--- src/rtl/cu_pkg.sv ---
// Shared encodings for the multi-cycle control unit: opcodes, FSM states,
// ALU operation selects and the bundled control-strobe struct.
package cu_pkg;

   // Opcodes are 3-bit codes, zero-extended to the opcode width of the unit.
   localparam logic [2:0] OP_LW   = 3'd1;
   localparam logic [2:0] OP_SW   = 3'd2;
   localparam logic [2:0] OP_J    = 3'd3;
   localparam logic [2:0] OP_ADD  = 3'd4;
   localparam logic [2:0] OP_ADDI = 3'd5;
   localparam logic [2:0] OP_SUB  = 3'd6;
   localparam logic [2:0] OP_BEQ  = 3'd7;

   localparam logic [1:0] ALU_ADD   = 2'b00;
   localparam logic [1:0] ALU_SUB   = 2'b01;
   localparam logic [1:0] ALU_FUNCT = 2'b10;

   typedef enum logic [2:0] {
      S_IDLE   = 3'd0,
      S_FETCH  = 3'd1,
      S_DECODE = 3'd2,
      S_EXEC   = 3'd3,
      S_MEM    = 3'd4,
      S_WB     = 3'd5
   } state_t;

   typedef struct packed {
      logic       iord;
      logic       mem_read;
      logic       mem_write;
      logic       ir_write;
      logic       pc_write;
      logic       jump;
      logic       branch;
      logic       reg_dst;
      logic       mem_to_reg;
      logic       alu_src;
      logic [1:0] alu_op;
      logic       reg_write;
      logic       illegal_op;
      logic       mem_err;
      logic       busy;
   } ctrl_t;

endpackage

--- src/rtl/mem_wait_timer.sv ---
// Wait-cycle counter for memory accesses: clears on request, counts cycles
// without mem_ready and saturates at MEM_TIMEOUT, where expired goes high.
module mem_wait_timer #(
   parameter int MEM_TIMEOUT = 15,
   parameter int TMR_W       = 4
) (
   input  logic clk,
   input  logic reset,
   input  logic clear,
   input  logic enable,
   output logic expired
);

   localparam logic [TMR_W-1:0] LIMIT = TMR_W'(MEM_TIMEOUT);

   logic [TMR_W-1:0] cnt_q;

   always_ff @(posedge clk) begin
      if (reset || clear) begin
         cnt_q <= '0;
      end else if (enable && (cnt_q != LIMIT)) begin
         cnt_q <= cnt_q + TMR_W'(1);
      end
   end

   assign expired = (cnt_q == LIMIT);

endmodule

--- src/rtl/multicycle_control_unit.sv ---
// Multi-cycle control unit: sequences FETCH/DECODE/EXEC/MEM/WB and drives datapath strobes.
// Build option: define BRANCH_EQ_EN to decode opcode 7 as BEQ (otherwise it is illegal).
module multicycle_control_unit
   import cu_pkg::*;
#(
   parameter int OPCODE_W    = 3,
   parameter int MEM_TIMEOUT = 15,
   parameter int TMR_W       = 4
) (
   input  logic                clk,
   input  logic                reset,
   input  logic                run,
   input  logic [OPCODE_W-1:0] opcode,
   input  logic                mem_ready,
   output logic                iord,
   output logic                mem_read,
   output logic                mem_write,
   output logic                ir_write,
   output logic                pc_write,
   output logic                jump,
   output logic                branch,
   output logic                reg_dst,
   output logic                mem_to_reg,
   output logic                alu_src,
   output logic [1:0]          alu_op,
   output logic                reg_write,
   output logic                illegal_op,
   output logic                mem_err,
   output logic                busy
);

   // Memory handshake: mem_read/mem_write stay high for the whole FETCH/MEM
   // state; the access completes in any cycle where mem_ready is 1, and the
   // request is abandoned after MEM_TIMEOUT wait cycles without mem_ready.

   state_t              state_q, state_d;
   logic [OPCODE_W-1:0] op_q;
   logic [OPCODE_W-1:0] op_cur;
   logic                waiting, timeout;
   logic                tmr_clear, tmr_en, tmr_expired;
   logic                is_lw, is_sw, is_j, is_add, is_addi, is_sub, is_beq, legal;
   ctrl_t               ctrl;

   function automatic logic op_is(input logic [OPCODE_W-1:0] op, input logic [2:0] code);
      return op == OPCODE_W'(code);
   endfunction

   always_ff @(posedge clk) begin
      if (reset) begin
         state_q <= S_IDLE;
         op_q    <= '0;
      end else begin
         state_q <= state_d;
         if (state_q == S_DECODE) begin
            op_q <= opcode;
         end
      end
   end

   // IR is loaded at the end of FETCH, so DECODE reads the live field while
   // it is being latched; later states use the latched copy.
   assign op_cur = (state_q == S_DECODE) ? opcode : op_q;

   assign is_lw   = op_is(op_cur, OP_LW);
   assign is_sw   = op_is(op_cur, OP_SW);
   assign is_j    = op_is(op_cur, OP_J);
   assign is_add  = op_is(op_cur, OP_ADD);
   assign is_addi = op_is(op_cur, OP_ADDI);
   assign is_sub  = op_is(op_cur, OP_SUB);
`ifdef BRANCH_EQ_EN
   assign is_beq  = op_is(op_cur, OP_BEQ);
`else
   assign is_beq  = 1'b0;
`endif
   assign legal = is_lw | is_sw | is_j | is_add | is_addi | is_sub | is_beq;

   assign waiting   = (state_q == S_FETCH) || (state_q == S_MEM);
   assign timeout   = waiting && tmr_expired && !mem_ready;
   assign tmr_en    = waiting && !mem_ready;
   // A FETCH timeout re-enters FETCH without a state change, so clear explicitly.
   assign tmr_clear = (state_d != state_q) || timeout;

   mem_wait_timer #(
      .MEM_TIMEOUT (MEM_TIMEOUT),
      .TMR_W       (TMR_W)
   ) u_timer (
      .clk     (clk),
      .reset   (reset),
      .clear   (tmr_clear),
      .enable  (tmr_en),
      .expired (tmr_expired)
   );

   always_comb begin
      state_d = state_q;
      case (state_q)
         S_IDLE: begin
            if (run) state_d = S_FETCH;
         end
         S_FETCH: begin
            if (mem_ready) state_d = S_DECODE;
         end
         S_DECODE: begin
            if (is_j || !legal) state_d = S_FETCH;
            else                state_d = S_EXEC;
         end
         S_EXEC: begin
            if (is_lw || is_sw)                    state_d = S_MEM;
            else if (is_add || is_sub || is_addi)  state_d = S_WB;
            else                                   state_d = S_FETCH;
         end
         S_MEM: begin
            if (mem_ready && is_lw)            state_d = S_WB;
            else if (mem_ready || timeout)     state_d = S_FETCH;
         end
         S_WB: begin
            state_d = S_FETCH;
         end
         default: begin
            state_d = S_IDLE;
         end
      endcase
   end

   always_comb begin
      ctrl      = '0;
      ctrl.busy = (state_q != S_IDLE);
      case (state_q)
         S_FETCH: begin
            ctrl.iord     = 1'b1;
            ctrl.mem_read = 1'b1;
            ctrl.ir_write = mem_ready;
            ctrl.pc_write = mem_ready;
            ctrl.mem_err  = timeout;
         end
         S_DECODE: begin
            if (is_j) begin
               ctrl.pc_write = 1'b1;
               ctrl.jump     = 1'b1;
            end else if (!legal) begin
               ctrl.illegal_op = 1'b1;
            end
         end
         S_EXEC: begin
            if (is_lw || is_sw) begin
               ctrl.alu_src = 1'b1;
               ctrl.alu_op  = ALU_ADD;
            end else if (is_add || is_sub) begin
               ctrl.alu_op  = ALU_FUNCT;
            end else if (is_addi) begin
               ctrl.alu_op  = ALU_FUNCT;
               ctrl.alu_src = 1'b1;
            end else if (is_beq) begin
               // PC update is gated by ALU zero in the datapath.
               ctrl.alu_op   = ALU_SUB;
               ctrl.branch   = 1'b1;
               ctrl.pc_write = 1'b1;
            end
         end
         S_MEM: begin
            ctrl.mem_read  = is_lw;
            ctrl.mem_write = is_sw;
            ctrl.mem_err   = timeout;
         end
         S_WB: begin
            ctrl.reg_write  = 1'b1;
            ctrl.reg_dst    = is_add | is_sub;
            ctrl.mem_to_reg = is_lw;
         end
         default: begin
         end
      endcase
      // Reset aborts at once: nothing, not even busy, is driven in that cycle.
      if (reset) ctrl = '0;
   end

   assign iord       = ctrl.iord;
   assign mem_read   = ctrl.mem_read;
   assign mem_write  = ctrl.mem_write;
   assign ir_write   = ctrl.ir_write;
   assign pc_write   = ctrl.pc_write;
   assign jump       = ctrl.jump;
   assign branch     = ctrl.branch;
   assign reg_dst    = ctrl.reg_dst;
   assign mem_to_reg = ctrl.mem_to_reg;
   assign alu_src    = ctrl.alu_src;
   assign alu_op     = ctrl.alu_op;
   assign reg_write  = ctrl.reg_write;
   assign illegal_op = ctrl.illegal_op;
   assign mem_err    = ctrl.mem_err;
   assign busy       = ctrl.busy;

endmodule

--- config.mk ---
export PLATFORM = sky130hd
export DESIGN_NAME = multicycle_control_unit
export DESIGN_NICKNAME = d
export VERILOG_FILES = /design/src/rtl/cu_pkg.sv /design/src/rtl/mem_wait_timer.sv /design/src/rtl/multicycle_control_unit.sv
export SDC_FILE = /design/constraint.sdc
export NUM_CORES = 1
export LEC_CHECK = 0
export ABC_AREA = 1
export CAP_MARGIN = 20
export CORE_MARGIN = 4
export CORE_UTILIZATION = 39
export DETAILED_ROUTE_END_ITERATION = 8
export GPL_TIMING_DRIVEN = 0
export PLACE_DENSITY = 0.66
export RECOVER_POWER = 50
export SLEW_MARGIN = 40
export SYNTH_ARGS = -nofsm -noshare
export SYNTH_HDL_FRONTEND = slang
export SYNTH_HIERARCHICAL = 1
export SYNTH_SLANG_ARGS = --single-unit
--- constraint.sdc ---
create_clock -name clk -period 2 [get_ports clk]
set_clock_uncertainty 0.05 [all_clocks]
set_input_delay 0.4 -clock clk [delete_from_list [all_inputs] [get_ports clk]]
set_output_delay 0.4 -clock clk [all_outputs]
set_load 0.005 [all_outputs]
After elaboration in Yosys (flattened, before gate mapping)

Cells that the tools add are included.
Widths: inputs -> output; s select.

Logic and storage cells: 71
Output and inout port bits: 16
Bits of input ports: 7
Register bits after elaboration: 10

Eq/ne operators: 14
Multiplexer cells: 29
Reductions and logical operators: 18
Bitwise operators: 6
Add/sub/neg operators: 1

Operator list:

| operator            | number |
|---|---|
| $mux 3              | 9 |
| $pmux 3 s6          | 1 |
| $mux 16             | 1 |
| $eq 3x3->1 const B  | 5 |
| $eq 3x2->1 const B  | 4 |
| $mux 1              | 11 |
| $mux 2              | 5 |
| $logic_or 1x1->1    | 8 |
| $eq 3x1->1 const B  | 2 |
| $or 1x1->1          | 6 |
| $logic_and 1x1->1   | 5 |
| $add 4x1->4 const B | 1 |
| $eq 4x4->1 const B  | 1 |
| $ne 4x4->1 const B  | 1 |
| $pmux 1 s2          | 2 |
| $logic_not 3->1     | 1 |
| $ne 3x3->1          | 1 |
| $reduce_bool 3->1   | 1 |
| $logic_not 1->1     | 2 |
| $reduce_or 2->1     | 1 |

Logic depth before layout (Yosys ltp)

Gate-level depths: netlist (run 1).

Word-level depth: 15
Depth in mapped cells: 15
Depth with buffers taken out: 15

Hierarchy

The synthesis (run 1) kept the hierarchy.

By module, submodules not included:

| module                  | sequential area each (µm²) | times used | cells each | area each (µm²) |
|---|---|---|---|---|
| multicycle_control_unit | 120.1                      | 1          | 107        | 696.9 |
| mem_wait_timer          | 80.1                       | 1          | 29         | 200.2 |

Worst setup path after synthesis (run 1)

Ideal clock, no wire load.

Kind: flip-flop to flip-flop
Start point: reg state_q[1]
End point: reg u_timer.cnt_q[0]
Path buffers: 0
Period minus slack after synthesis: 1,720 ps
Slack: 280 ps
Required time: 1,886 ps
Arrival time: 1,606 ps
Setup time: 64 ps
Stages on the path, launching flop included: 15
Cells stage by stage: dfxtp_1 > inv_2 > nor2_4 > nand3_2 > nand2_4 > nand3_4 > nand2_1 > nand2_2 > nand3_2 > nor2_1 > nor2_2 > nand2_1 > nor2_1 > o21ai_0 > nor2_1

Word-level cells in the longest chain between the ends: 15
Elaborated cells between the ends (all ways): 41
Classes of those cells: eq/ne (12); mux (9); bitwise (5); reduce/logical (15)

RTL lines:

| what                                     | RTL line                                                     | RTL |
|---|---|---|
| start: declaration                       | multicycle_control_unit.sv:36                                | `state_t state_q, state_d;` |
| start signal: assignment                 | multicycle_control_unit.sv:53                                | `state_q <= state_d;` |
| $eq 3x2->1                               | multicycle_control_unit.sv:62, multicycle_control_unit.sv:96 |  |
| $mux 3                                   | n/a                                                          |  |
| $eq 3x1->1 or $eq 3x2->1 (tied branches) | multicycle_control_unit.sv:45                                | `return op == OPCODE_W'(code);` |
| $or 1x1->1 (5 in series)                 | multicycle_control_unit.sv:75                                | `assign legal = is_lw \| is_sw \| is_j \| is_add \| is_addi \| is_sub \| is_beq;` |
| $logic_not 1->1                          | n/a                                                          |  |
| $logic_or 1x1->1                         | multicycle_control_unit.sv:104                               | `if (is_j \|\| !legal) state_d = S_FETCH;` |
| $mux 2                                   | multicycle_control_unit.sv:104                               |  |
| $pmux 3 s6                               | multicycle_control_unit.sv:96                                | `case (state_q)` |
| $ne 3x3->1                               | multicycle_control_unit.sv:81                                | `assign tmr_clear = (state_d != state_q) \|\| timeout;` |
| $logic_or 1x1->1 (*)                     | multicycle_control_unit.sv:81                                |  |
| named net tmr_clear                      | multicycle_control_unit.sv:40                                | `logic tmr_clear, tmr_en, tmr_expired;` |
| $logic_or 1x1->1 (*)                     | mem_wait_timer.sv:19                                         | `if (reset \|\| clear) begin` |
| end signal: assignment                   | mem_wait_timer.sv:22                                         | `cnt_q <= cnt_q + TMR_W'(1);` |
| end: declaration                         | mem_wait_timer.sv:16                                         | `logic [TMR_W-1:0] cnt_q;` |

Mark *: on every way through the listed nets, which the timed path passes. The rest lies on a longest branch.
A chain may end at the register's enable or synchronous reset.

Worst setup path after layout (run 1)

Start point: reg state_q[2]
End point: out alu_src

Word-level cells in the longest chain between the ends: 8
Elaborated cells between the ends (all ways): 15
Classes of those cells: eq/ne (7); mux (6); reduce/logical (2)

RTL lines:

| what                                       | RTL line                                                       | RTL |
|---|---|---|
| $eq 3x2->1                                 | multicycle_control_unit.sv:62                                  | `assign op_cur = (state_q == S_DECODE) ? opcode : op_q;` |
| $mux 3                                     | n/a                                                            |  |
| $eq 3x3->1                                 | multicycle_control_unit.sv:45                                  |  |
| $mux 1 or $logic_or 1x1->1 (tied branches) | multicycle_control_unit.sv:150, multicycle_control_unit.sv:148 |  |
| $mux 1                                     | multicycle_control_unit.sv:148                                 | `end else if (is_add \|\| is_sub) begin` |
| $mux 3                                     | multicycle_control_unit.sv:145                                 | `if (is_lw \|\| is_sw) begin` |
| $mux 3 (*)                                 | multicycle_control_unit.sv:128                                 | `case (state_q)` |
| $mux 16 (*)                                | multicycle_control_unit.sv:174                                 | `if (reset) ctrl = '0;` |
| end: declaration                           | multicycle_control_unit.sv:24                                  | `output logic alu_src,` |

Every way passes the cells marked *; elsewhere a longest branch is shown, timed or not.

==> flow_summary.yaml, run 1 <==
outcome:
  outcome: "complete, but fails checks"
  violations: "setup timing"
min_path:
  hold-path-endpoint: "u_timer/cnt_q[3]"
  min-delay-start: "u_timer/cnt_q[3]"
  hold_class: "reg2reg"
  whs_path_depth: 2
global_route:
  grt_antenna_before_repair: 0
  overflow: 0
  grt_pass1_wl_um: 5310
  grt_max_degree: 11
  grt_pass1_vias: 1165
  grtUsageTotal_pct: 20.8
synth:
  synth_xor_xnor_area_share_pct: 0
  syn_area_um2: 897
  synth_warnings: 6
  synth_cell_type_count: 26
  synthCells: 136
  synthMuxAreaShare_pct: 0
  yosysSeqAreaShare_pct: 22.3
  synth_top_family_by_area: "simple AND/OR/NAND/NOR gates"
  yosys.area_share.adder_pct: 1.39
  synth-seq-cells: 10
  synth_compound_area_share_pct: 8.51
  syn_avg_cell_area_um2: 6.60
  synth-simple-area-share_pct: 55.8
cells_and_area:
  drive_gt1_share_pct: 51.1
  antenna_cells: 0
  syn_to_final_growth_pct: 70.9
  regArea_um2: 213
  nets: 198
  fillCellCount: 169
  multi_input_area_um2: 728
floorplan:
  initial_core_util_pct: 40.9
  rows: 17
  die_x_um: 56.0
  core_area_um2: 2190
  die_h_um: 56.0
  ios: 23
  dieArea_um2: 3130
clock_network:
  ctsHoldBuffers: 0
  path_clk_slew_ns: 0.07
  cts_tree: "yes"
  cts.sinks: 10
  cts_buffers: 3
  h-tree-depth: 1
  clk_latency_ns: 0.26
  cts_buffer_depth: 2
  root_buffer: "clkbuf_4"
sta:
  min_period_ns: 2.20
  fmax_mhz: 454
  rsz0062_at_grt: "true"
  setup_slack_ns: -0.201
  slew_violations: 0
  setup_violations: 13
  hold_violations: 0
  period_share_pct: 110
  hold_slack_ns: 0.466
run:
  maxCapViolCount: 0
drt:
  drt_iter0_markers: 16
  final_antenna_net_count: 0
  route.detailed.drc: 0
  vias_per_cell: 5.03
  drtPass1Iterations: 4
  vias: 1087
  routedWlPerCell_um: 14.2
  routed_wl_um: 3060
critical_path:
  slowest_delay_ns: 0.36
  crit_family: "simple AND/OR/NAND/NOR gates"
  crit_type: "reg2out"
  critPathLaunchType: "register"
  r2r_cells: 16
  r2r_start: "state_q[2]"
  crit_buf_inv: 3
  crit_path_end_kind: "output port"
  crit_path_cell_trace: "buf_6, nor2_4, nand3_4, nand2_4, buf_4, nand3_4, nand2_2, nand2_2, nor2_1, buf_2"
  cp_slowest_cell: "dfxtp_4"
  cp.required_ns: 1.55
  timing.rr.end: "u_timer/cnt_q[1]"
  r2r_slack_ns: -0.08
  arrival_ns: 1.75
  cp_max_fo: 4
place:
  numPortBuffers: 20
  hpwl_um: 1750
  gp_congestion: 0.851
power_and_ir_drop:
  max-vdd-ir-drop_uv: 306
  p_total_uw: 634
  power_density_nw_per_um2: 414
  p_leak_uw: 0.000723
==> area by class of cell <==
cell class | count | share of cell area (%)
Multi-Input combinational cell | 102 | 47.5
Timing Repair Buffer | 48 | 26.4
Sequential cell | 10 | 13.9
Inverter | 21 | 5.63
Buffer | 4 | 2.78
Tap cell | 28 | 2.29
Clock buffer | 3 | 1.47
==> how the worst max path moves through the flow <==
stage / startpoint / endpoint / slack (ns) / depth (start not counted)
6_report: state_q[2] / alu_src / -0.20 / 10
5_1_grt: state_q[2] / alu_src / -0.27 / 10
4_1_cts: state_q[2] / alu_src / -0.15 / 10
3_5_place_dp: reset / iord / -0.63 / 5
3_3_place_gp: reset / alu_src / -0.63 / 5
2_1_floorplan: state_q[1] / u_timer/cnt_q[0] / 0.28 / 14
==> layer usage <==
layer	share of wire [%]	global-route usage, %
met1	41	21.0
met2	53	39.6
met3	3.8	5.80
met4	1.9	8.47
met5	0	0
==> sequential cells by signal, summed over array words and instances (netlist names) <==
name and flops:
u_timer/cnt_q 4, state_q 3, op_q 3
==> cell families (layout without fill, tap and decap cells) <==
logic type / Yosys count / in the layout
AND/OR/NAND/NOR: 87 / 87
buffers and inverters: 25 / 76
AO/OA/AOI/OAI: 12 / 12
flip-flops: 10 / 10
adder cells (fa/ha/maj): 1 / 1
other: 1 / 2
==> layout by cell type (no fill, tap or decap), types with 5 or more instances in the layout <==
master / synthesis / final
nand2_2: 9 / 13
dfxtp_1: 10 / 6
nand2_4: 3 / 5
nand3_1: 10 / 6
nand2_1: 20 / 14
inv_1: 17 / 16
buf_6: 0 / 8
nand3_2: 4 / 6
buf_4: 2 / 21
dlygate4sd2_1: 0 / 11
nand3_4: 4 / 6
nor2_1: 25 / 23
buf_2: 0 / 7
==> power by group <==
group | leakage [µW] | switching [µW] | internal (µW)
logic | 0.000626 | 148 | 132
clock network | 0.0000138 | 70.8 | 69.4
registers | 0.0000838 | 8.71 | 205
==> synthesized netlist by cell type, drive strengths merged <==
cell type / n / area, µm²
o211ai: 1 / 12.5
clkbuf: 2 / 7.51
nand3: 18 / 160
a21oi: 3 / 15.0
ha: 1 / 12.5
nand2: 32 / 165
conb: 1 / 3.75
a211oi: 1 / 7.51
nor2: 28 / 123
dfxtp: 10 / 200
nor3: 4 / 20.0
nand4: 4 / 25.0
o22ai: 2 / 12.5
inv: 21 / 81.3
buf: 2 / 15.0
o21ai: 5 / 28.8
nand3b: 1 / 7.51
==> timing repair <==
action | in CTS | in global routing
buffers inserted | 23 | 6
resized for setup | 86 | 13
endpoints found under the setup margin | 18 | 14
pin swaps | 20 | 15
==> worst reg2reg max path: stages, from the launching register on <==
cell     delay (ns)
dfxtp_4        0.36
buf_6          0.12
nor2_4         0.16
nand3_4        0.13
nand2_4        0.12
buf_4          0.13
nand3_4        0.10
nand3_4        0.09
buf_6          0.11
nand3_2        0.06
nand2_2        0.07
nand2_1        0.06
inv_1          0.07
nand2_2        0.06
nor2_4         0.16
o21ai_1        0.09
nor2_1         0.10
==> stage by stage <==
| step | instances | util [%] | setup WS (ns) | setup TNS [ns] | instance area [µm²] |
|---|---|---|---|---|---|
| after floorplan | 137 | - | 0.280 | 0 | 901 |
| after detailed placement | 185 | 51.9 | -0.629 | -8.06 | 1140 |
| after global routing | 216 | 70.0 | -0.272 | -2.62 | 1530 |
| after CTS | 211 | 66.9 | -0.150 | -0.625 | 1470 |
| final | 216 | 70.0 | -0.201 | -1.18 | 1530 |
| after global placement | 185 | 51.9 | -0.629 | -8.01 | 1140 |
Note: power is estimated with default switching activity, not from simulation.
==> inputs of run 2 (changes only) <==
HOLD_SLACK_MARGIN = 0.12   (was unset)
SKIP_CTS_REPAIR_TIMING = 1   (was unset)
==> flow_summary.yaml, run 2 (synthesis results as in run 1) <==
cells_and_area:
  layout_commonest_cell: "nor2_1"
  drive_gt1_share_pct: 44.3
  final_area_um2: 1430
  largest_reg_flops: 4
  syn_to_final_growth_pct: 59.0
  regArea_um2: 214
  regMostFlops: "u_timer/cnt_q"
  antenna_cells: 0
  nets: 186
  multi_input_area_um2: 718
  final_cell_mix: "nor2_1, nand2_1, inv_1, buf_4, buf_2"
  reg_top3: "u_timer/cnt_q: 4 flops, op_q: 3 flops, state_q: 3 flops"
  fillCellCount: 179
sta:
  period_share_pct: 114
  hold_violations: 0
  min_period_ns: 2.28
  setup_violations: 14
  finalSetupTns_ns: -1.44
  fmax_mhz: 439
  rsz0062_at_grt: "true"
  slew_violations: 0
  setup_slack_ns: -0.276
global_route:
  grt_max_degree: 11
  grt_pass1_wl_um: 3780
  overflow: 0
  grt_pass1_vias: 871
  grt_antenna_before_repair: 0
  grtUsageTotal_pct: 14.8
power_and_ir_drop:
  p_total_uw: 596
  p_leak_uw: 0.000726
  max-vdd-ir-drop_uv: 298
  power_density_nw_per_um2: 418
place:
  dpl_cell_area_um2: 1140
  hpwl_um: 1750
  numPortBuffers: 20
  gp_congestion: 0.851
critical_path:
  arrival_ns: 1.83
  crit_path_start: "opcode[2]"
  r2r_start: "state_q[1]"
  cp.required_ns: 1.55
  critPathLaunchType: "input port"
  timing.rr.end: "u_timer/cnt_q[2]"
  cp_max_fo: 5
  critPathCapture: "mem_read"
  cp.depth: 8
  cp_slowest_cell: "clkdlybuf4s50_1"
  crit_type: "in2out"
  slowest_delay_ns: 0.42
  crit_path_end_kind: "output port"
  crit_buf_inv: 4
  crit_path_cell_trace: "clkdlybuf4s50_1, inv_1, nand3_4, nand2_8, nand3_4, buf_4, a211oi_1, buf_2"
  crit_family: "buffers and inverters"
  cp_common_cell: "nand3_4"
  r2r_slack_ns: -0.07
  r2r_cells: 15
clock_network:
  cts_buffer_depth: 2
  root_buffer: "clkbuf_4"
  cts_buffers: 3
  cts_tree: "yes"
  path_clk_slew_ns: 0.07
  cts.sinks: 10
  h-tree-depth: 1
  clk_latency_ns: 0.26
floorplan:
  core_area_um2: 2190
  rows: 17
  initial_core_util_pct: 40.9
  dieArea_um2: 3130
  ios: 23
  die_h_um: 56.0
  die_x_um: 56.0
run:
  maxCapViolCount: 0
drt:
  drtPass1Iterations: 4
  drt_iter0_markers: 33
  vias: 1048
  route.detailed.drc: 0
  final_antenna_net_count: 0
  routedWlPerCell_um: 13.6
  routed_wl_um: 2770
  vias_per_cell: 5.14
min_path:
  hold_class: "reg2reg"
  whs_path_depth: 2
outcome:
  outcome: "complete, but fails checks"
  violations: "setup timing"
-- run 2: cell type report --
type                    instances  area share [%]
multi-input cells             102            50.4
repair buffers                 36            21.8
flip-flops and latches         10            15.0
inverters                      21            6.40
well taps                      28            2.46
plain buffers                   4            2.37
clock buffers                   3            1.58
-- run 2: worst min path at each step --
stage / from / endpoint
floorplan: u_timer/cnt_q[3] / u_timer/cnt_q[3]
global placement: u_timer/cnt_q[3] / u_timer/cnt_q[3]
detailed placement: u_timer/cnt_q[3] / u_timer/cnt_q[3]
CTS: u_timer/cnt_q[3] / u_timer/cnt_q[3]
global route: u_timer/cnt_q[3] / u_timer/cnt_q[3]
finish: u_timer/cnt_q[3] / u_timer/cnt_q[3]
-- run 2: routing by layer --
metal	GRT usage, %	part of all wire [%]
met3	3.71	6.3
met5	0	0
met2	27.4	53
met4	4.07	1.2
met1	16.4	40
-- run 2: worst min-delay path, delay by kind of cell, from the launching register on --
kind          cells  cell delay (ns)
flops             1             0.33
simple gates      2             0.15
-- run 2: report_power, final --
part	switching (µW)	leakage [µW]	internal [µW]	total, µW
sequential	12.8	0.0000843	206	218
combinational	130	0.000627	105	235
clock	73.0	0.0000138	69.5	143
total	215	0.000726	380	596
-- run 2: through the flow --
stage	std cells	setup WS [ns]	hold slack [ns]	util (%)
5_1_grt	204	-0.342	0.504	65.1
3_5_place_dp	185	-0.629	0.461	51.9
6_report	204	-0.276	0.467	65.1
4_1_cts	188	-0.638	0.471	52.9
2_1_floorplan	137	0.280	0.441	-
3_3_place_gp	185	-0.629	0.457	51.9
